File: config.mk
export PLATFORM = sky130hd
export DESIGN_NAME = exp_add_arb
export DESIGN_NICKNAME = d
export VERILOG_FILES = /design/src/rtl/exp_add_arb_pkg.sv /design/src/rtl/exp_add.sv /design/src/rtl/exp_add_arb.sv
export SDC_FILE = /design/constraint.sdc
export NUM_CORES = 1
export LEC_CHECK = 0
export CORE_UTILIZATION = 52
export DETAILED_ROUTE_END_ITERATION = 6
export GPL_TIMING_DRIVEN = 0
export PLACE_DENSITY = 0.95
export SYNTH_ARGS = -nofsm -noshare
export SYNTH_HDL_FRONTEND = slang
export SYNTH_SLANG_ARGS = --single-unit
export TNS_END_PERCENT = 10
File: constraint.sdc
create_clock -name clk -period 3.8 [get_ports clk]
set_input_delay 0.38 -clock clk [delete_from_list [all_inputs] [get_ports clk]]
set_output_delay 0.38 -clock clk [all_outputs]
set_load 0.02 [all_outputs]
File: src/rtl/exp_add_arb_pkg.sv
// Shared FPU definitions for the exponent-add arbiter: default exponent width
// and the 1-bit requester id.
package exp_add_arb_pkg;

    localparam int EXP_W = 14;

    typedef logic req_id_t;

    localparam req_id_t REQ0 = 1'b0;
    localparam req_id_t REQ1 = 1'b1;

endpackage

File: src/rtl/exp_add.sv
// Exponent prefix adder (Kogge-Stone), sum = a + b + cin, with carry-out.
// The carry-in is treated as the generate bit of position -1.
module exp_add
    import exp_add_arb_pkg::*;
#(
    parameter int WIDTH = EXP_W
) (
    input  logic [WIDTH-1:0] a,
    input  logic [WIDTH-1:0] b,
    input  logic             cin,
    output logic [WIDTH-1:0] sum,
    output logic             cout
);
    localparam int LV = $clog2(WIDTH + 1);

    logic [WIDTH:0] g, p, gn, pn;

    always_comb begin
        g  = {a & b, cin};
        p  = {a ^ b, 1'b0};
        gn = g;
        pn = p;
        for (int l = 0; l < LV; l++) begin
            gn = g;
            pn = p;
            for (int i = (1 << l); i <= WIDTH; i++) begin
                gn[i] = g[i] | (p[i] & g[i - (1 << l)]);
                pn[i] = p[i] & p[i - (1 << l)];
            end
            g = gn;
            p = pn;
        end
        // g[i] is now the carry into operand bit i.
        sum  = (a ^ b) ^ g[WIDTH-1:0];
        cout = g[WIDTH];
    end

endmodule

File: src/rtl/exp_add_arb.sv
// Two-requester round-robin front end sharing one exponent adder; each
// requester has at most one operation in flight, answered two cycles later.
module exp_add_arb
    import exp_add_arb_pkg::*;
#(
    parameter int WIDTH = EXP_W
) (
    input  logic             clk,
    input  logic             reset,
    input  logic             req0_valid,
    input  logic             req1_valid,
    output logic             req0_ready,
    output logic             req1_ready,
    input  logic [WIDTH-1:0] req0_a,
    input  logic [WIDTH-1:0] req0_b,
    input  logic [WIDTH-1:0] req1_a,
    input  logic [WIDTH-1:0] req1_b,
    input  logic             req0_cin,
    input  logic             req1_cin,
    output logic             rsp0_valid,
    output logic             rsp1_valid,
    input  logic             rsp0_ready,
    input  logic             rsp1_ready,
    output logic [WIDTH-1:0] rsp0_sum,
    output logic [WIDTH-1:0] rsp1_sum,
    output logic             rsp0_cout,
    output logic             rsp1_cout,
    output logic             busy
);
    // vld_pipe[0]: operands in S1; vld_pipe[STAGES]: result captured, valid next.
    localparam int STAGES = 1;

    logic [1:0]            vld, rdy, acc, elig, inflight, rsp_vld, rsp_rdy, rsp_hs, rsp_cout;
    logic [1:0][WIDTH-1:0] rsp_sum;
    req_id_t               ptr, acc_id;
    logic [STAGES:0]       vld_pipe;
    req_id_t [STAGES:0]    id_pipe;
    logic [WIDTH-1:0]      s1_a, s1_b, add_sum;
    logic                  s1_cin, add_cout;

    always_comb begin
        vld     = {req1_valid, req0_valid};
        rsp_rdy = {rsp1_ready, rsp0_ready};
        elig    = ~inflight;
        rdy[0]  = elig[0] & ((ptr == REQ0) | ~(vld[1] & elig[1]));
        rdy[1]  = elig[1] & ((ptr == REQ1) | ~(vld[0] & elig[0]));
        acc     = vld & rdy;
        acc_id  = acc[1] ? REQ1 : REQ0;
        rsp_hs  = rsp_vld & rsp_rdy;
    end

    always_ff @(posedge clk or negedge reset) begin
        if (!reset) begin
            inflight <= '0;
            ptr      <= REQ0;
            vld_pipe <= '0;
            id_pipe  <= '0;
            s1_a     <= '0;
            s1_b     <= '0;
            s1_cin   <= 1'b0;
        end else begin
            inflight <= (inflight & ~rsp_hs) | acc;
            vld_pipe <= {vld_pipe[STAGES-1:0], |acc};
            id_pipe  <= {id_pipe[STAGES-1:0], acc_id};
            if (|acc) begin
                ptr    <= ~acc_id;
                s1_a   <= acc[1] ? req1_a   : req0_a;
                s1_b   <= acc[1] ? req1_b   : req0_b;
                s1_cin <= acc[1] ? req1_cin : req0_cin;
            end
        end
    end

    exp_add #(.WIDTH(WIDTH)) u_add (
        .a    (s1_a),
        .b    (s1_b),
        .cin  (s1_cin),
        .sum  (add_sum),
        .cout (add_cout)
    );

    // Owner is inflight until its handshake, so its result register cannot be
    // overwritten while rsp_valid is up.
    always_ff @(posedge clk or negedge reset) begin
        if (!reset) begin
            rsp_vld  <= '0;
            rsp_sum  <= '0;
            rsp_cout <= '0;
        end else begin
            for (int i = 0; i < 2; i++) begin
                if (vld_pipe[0] && id_pipe[0] == req_id_t'(i)) begin
                    rsp_sum[i]  <= add_sum;
                    rsp_cout[i] <= add_cout;
                end
                if (vld_pipe[STAGES] && id_pipe[STAGES] == req_id_t'(i))
                    rsp_vld[i] <= 1'b1;
                else if (rsp_hs[i])
                    rsp_vld[i] <= 1'b0;
            end
        end
    end

    assign req0_ready = rdy[0];
    assign req1_ready = rdy[1];
    assign rsp0_valid = rsp_vld[0];
    assign rsp1_valid = rsp_vld[1];
    assign rsp0_sum   = rsp_sum[0];
    assign rsp1_sum   = rsp_sum[1];
    assign rsp0_cout  = rsp_cout[0];
    assign rsp1_cout  = rsp_cout[1];
    assign busy       = |inflight;

endmodule

==> flow_metrics.env <==
export IMPL_cp_data_arrival_time_ps=2680
export IMPL_path_cells="fa_1 > a21o_1 > a221oi_4 > nor4_2 > o41a_1 > o31ai_1"
export IMPL_vias=3134
export IMPL_die_y_um=84.1
export IMPL_worst_r2r_cell_count=6
export IMPL_synth_edf_count=0
export IMPL_grt_pass1_vias=3170
export IMPL_tns_ps=0
export IMPL_yosysMostFrequentCell="nand2_1"
export IMPL_sw_frac_of_total_pct=43.7
export IMPL_rsz0062_at_grt="false"
export IMPL_synth_ff_type="dfrtp_1"
export IMPL_layout_cells_non_filler=552
export IMPL_fmax_mhz=411
export IMPL_critPathKind="reg2reg"
export IMPL_crit_family="compound AO/OA/AOI/OAI gates"
export IMPL_core_rowCount=29
export IMPL_io_pins=99
export IMPL_grt_max_degree=38
export IMPL_finalWirelength_um=8780
export IMPL_violations="DRC"
export IMPL_clk_pin_slew_ps=70
export IMPL_dp_cells=538
export IMPL_cts_sinks=68
export IMPL_gr_usage_all_layers_pct=26.5
export IMPL_place_ws_ps=1410
export IMPL_max_cap_violations=0
export IMPL_ys_seq_area_share_pct=48.6
export IMPL_post_cts_resized=0
export IMPL_drt_initial_drc_count=151
export IMPL_synth_async_reset_ratio_pct=100
export IMPL_p_per_area_nw_per_um2=918
export IMPL_dr_pass1_iters=7
export IMPL_fin_crit_ps=2430
export IMPL_core_area_um2=6420
export IMPL_cts_buffers=9
export IMPL_clkLatencyLatePin_ps=340
export IMPL_post_dp_hpwl_um=6800
export IMPL_port_buffers=98
export IMPL_skew_ps=7.55
export IMPL_synth_nets=441
export IMPL_grt_first_pass_wirelength_um=14700
export IMPL_combinationalPowerShare_pct=56.7
export IMPL_die_area_um2=7070
export IMPL_via_per_inst=5.68
export IMPL_power_frac_seq_pct=30.0
export IMPL_end_kind="flop"
export IMPL_finalHoldViolations=0
export IMPL_synth_cells=362
export IMPL_cp_num_cells=6
export IMPL_netlist_area_um2=3500
export IMPL_routedWlPerCell_um=15.9
export IMPL_cts_hold_buf=0
export IMPL_fin_ws_ps=1370
export IMPL_cp_start_kind="flop"
export IMPL_crit_buf_inv=0
export IMPL_drv_slew=0
export IMPL_drc=10
export IMPL_num_antenna_cells=0
export IMPL_p_int_mw=2.47
export IMPL_vdd_ir_drop_worst_v=0.000377
export IMPL_synth_seq_cells=68
export IMPL_cp_required_ps=4040
export IMPL_postRouteAntennaNets=0
export IMPL_cpMaxStageDelayCell="fa_1"
export IMPL_yosys_warnings=0
export IMPL_gp_congestion=0.824
export IMPL_cpPeakStageDelay_ps=480
export IMPL_yosysTopAreaCell="dfrtp_1"
export IMPL_status="complete, but fails checks"
export IMPL_slew_headroom_pct=50.9
export IMPL_synth_cell_type_count=43
export IMPL_leakage_nw=2.18
export IMPL_synth_top_area_share_pct=48.6
export IMPL_post_cts_buffers=0
export IMPL_drive_gt1_share_pct=4.84
export IMPL_cts_tree="built"
export IMPL_power_switching_mw=1.92
export IMPL_cts_root_buffer="clkbuf_8"
export IMPL_final_nets=551
export IMPL_clock_power_share_pct=13.3
export IMPL_hold_slack_ps=89.2
export IMPL_ys_top_cells_by_area="dfrtp_1 (49%), mux2i_1 (8.3%), nand2_1 (8.0%)"
export IMPL_antenna_found_initial=0
export IMPL_syn_area_per_cell_um2=9.67
export IMPL_fp_dieW_um=84.1
export IMPL_htreeDepth=3
export IMPL_crit_fanout=5
export IMPL_area_growth_pct=36.6
export IMPL_initial_core_util_pct=54.5
export IMPL_finalCritPeriodShare_pct=64.1
export IMPL_setup_viol=0
export IMPL_fillers=450
export IMPL_synth_common_cells="nand2_1 (75), dfrtp_1 (68), o21ai_0 (55)"
export IMPL_hp_class="in2async"
export IMPL_clock_path_buffers=2
export IMPL_worst_slew_pin_slew_ps=737
export IMPL_grt_overflow_total=0
## worst paths after layout
check,endpoint,slack (ps),start
worst max-delay path,rsp0_sum[13],1370,s1_a[0]
worst min-delay path,s1_a[3],90,reset
worst max register to register,rsp0_sum[13],1370,s1_a[0]
worst min register to register,id_pipe[1],450,id_pipe[0]
max in group asynchronous,rsp0_sum[6],3070,reset
min in group clk,id_pipe[1],450,id_pipe[0]
## worst register-to-register path, cell delays in order, from the launching register on
cell and delay [ps]:
dfrtp_1 450, fa_1 480, a21o_1 240, a221oi_4 350, nor4_2 110, o41a_1 450
o31ai_1 260
## layout make-up
cell class | count | area [um^2] | area share, %
clock buffers | 12 | 155 | 3.24
well taps | 77 | 96.3 | 2.01
inverters | 4 | 15.0 | 0.314
repair buffers | 99 | 996 | 20.8
multi-input cells | 270 | 1710 | 35.7
clock inverters | 2 | 35.0 | 0.732
plain buffers | 20 | 75.1 | 1.57
flip-flops and latches | 68 | 1700 | 35.6
## power by group through the flow
| stage | sequential, mW | combinational (mW) | clock, mW |
|---|---|---|---|
| 2_1_floorplan | 1.45 | 1.47 | 0 |
| 3_3_place_gp | 1.30 | 2.36 | 0 |
| 3_5_place_dp | 1.33 | 2.45 | 0 |
| 4_1_cts | 1.32 | 2.48 | 0.586 |
| 5_1_grt | 1.36 | 2.71 | 0.619 |
| 6_report | 1.32 | 2.49 | 0.584 |
## per-stage QoR
stage	total power [mW]	util, %	instance area [um^2]
after floorplan	2.92	-	3500
after global placement	3.66	71.3	4580
after detailed placement	3.78	71.5	4590
after CTS	4.38	74.5	4780
after global routing	4.69	74.5	4780
final	4.39	74.5	4780
## layout by cell type (no fill, tap or decap), types with 2 or more instances in the layout
master	instances
a211o_1	2
a21boi_0	3
a21o_1	9
a21oi_1	10
and2_1	3
buf_1	4
clkbuf_1	17
clkbuf_8	11
clkdlybuf4s50_1	97
dfrtp_1	68
ha_1	14
inv_1	4
mux2i_1	29
nand2_1	75
nand2b_1	2
nand3_1	7
nand4_1	9
nor2_1	11
nor2b_1	3
o21a_1	3
o21ai_0	55
o31ai_1	6
xnor2_1	5
xor2_1	3
## state kept, by name, indices dropped and copies added (netlist names)
name      flops
s1_b         14
inflight      2
rsp_vld       2
vld_pipe      2
s1_cin        1
id_pipe       2
s1_a         14
rsp_cout      2
ptr           1
rsp0_sum     14
rsp1_sum     14
## kinds of logic after synthesis
family                     synth area share (%)
muxes                                      8.61
buffers and inverters                      2.57
adders and majority gates                  5.57
AOI/OAI and AO/OA                          17.5
xor gates and xnor gates                   2.00
DFF                                        48.6
and+or+nand+nor                            15.2
## layer usage
metal	share of wire, %	up-vias	global-route usage [%]	wire length [um]
met5	0	-	0	0
met4	1.4	0	10.2	126
met3	4.7	12	4.75	413
met2	50	105	44.8	4420
met1	44	1516	33.8	3830
li1	-	1501	-	-
Note: power is estimated with default switching activity, not from simulation.
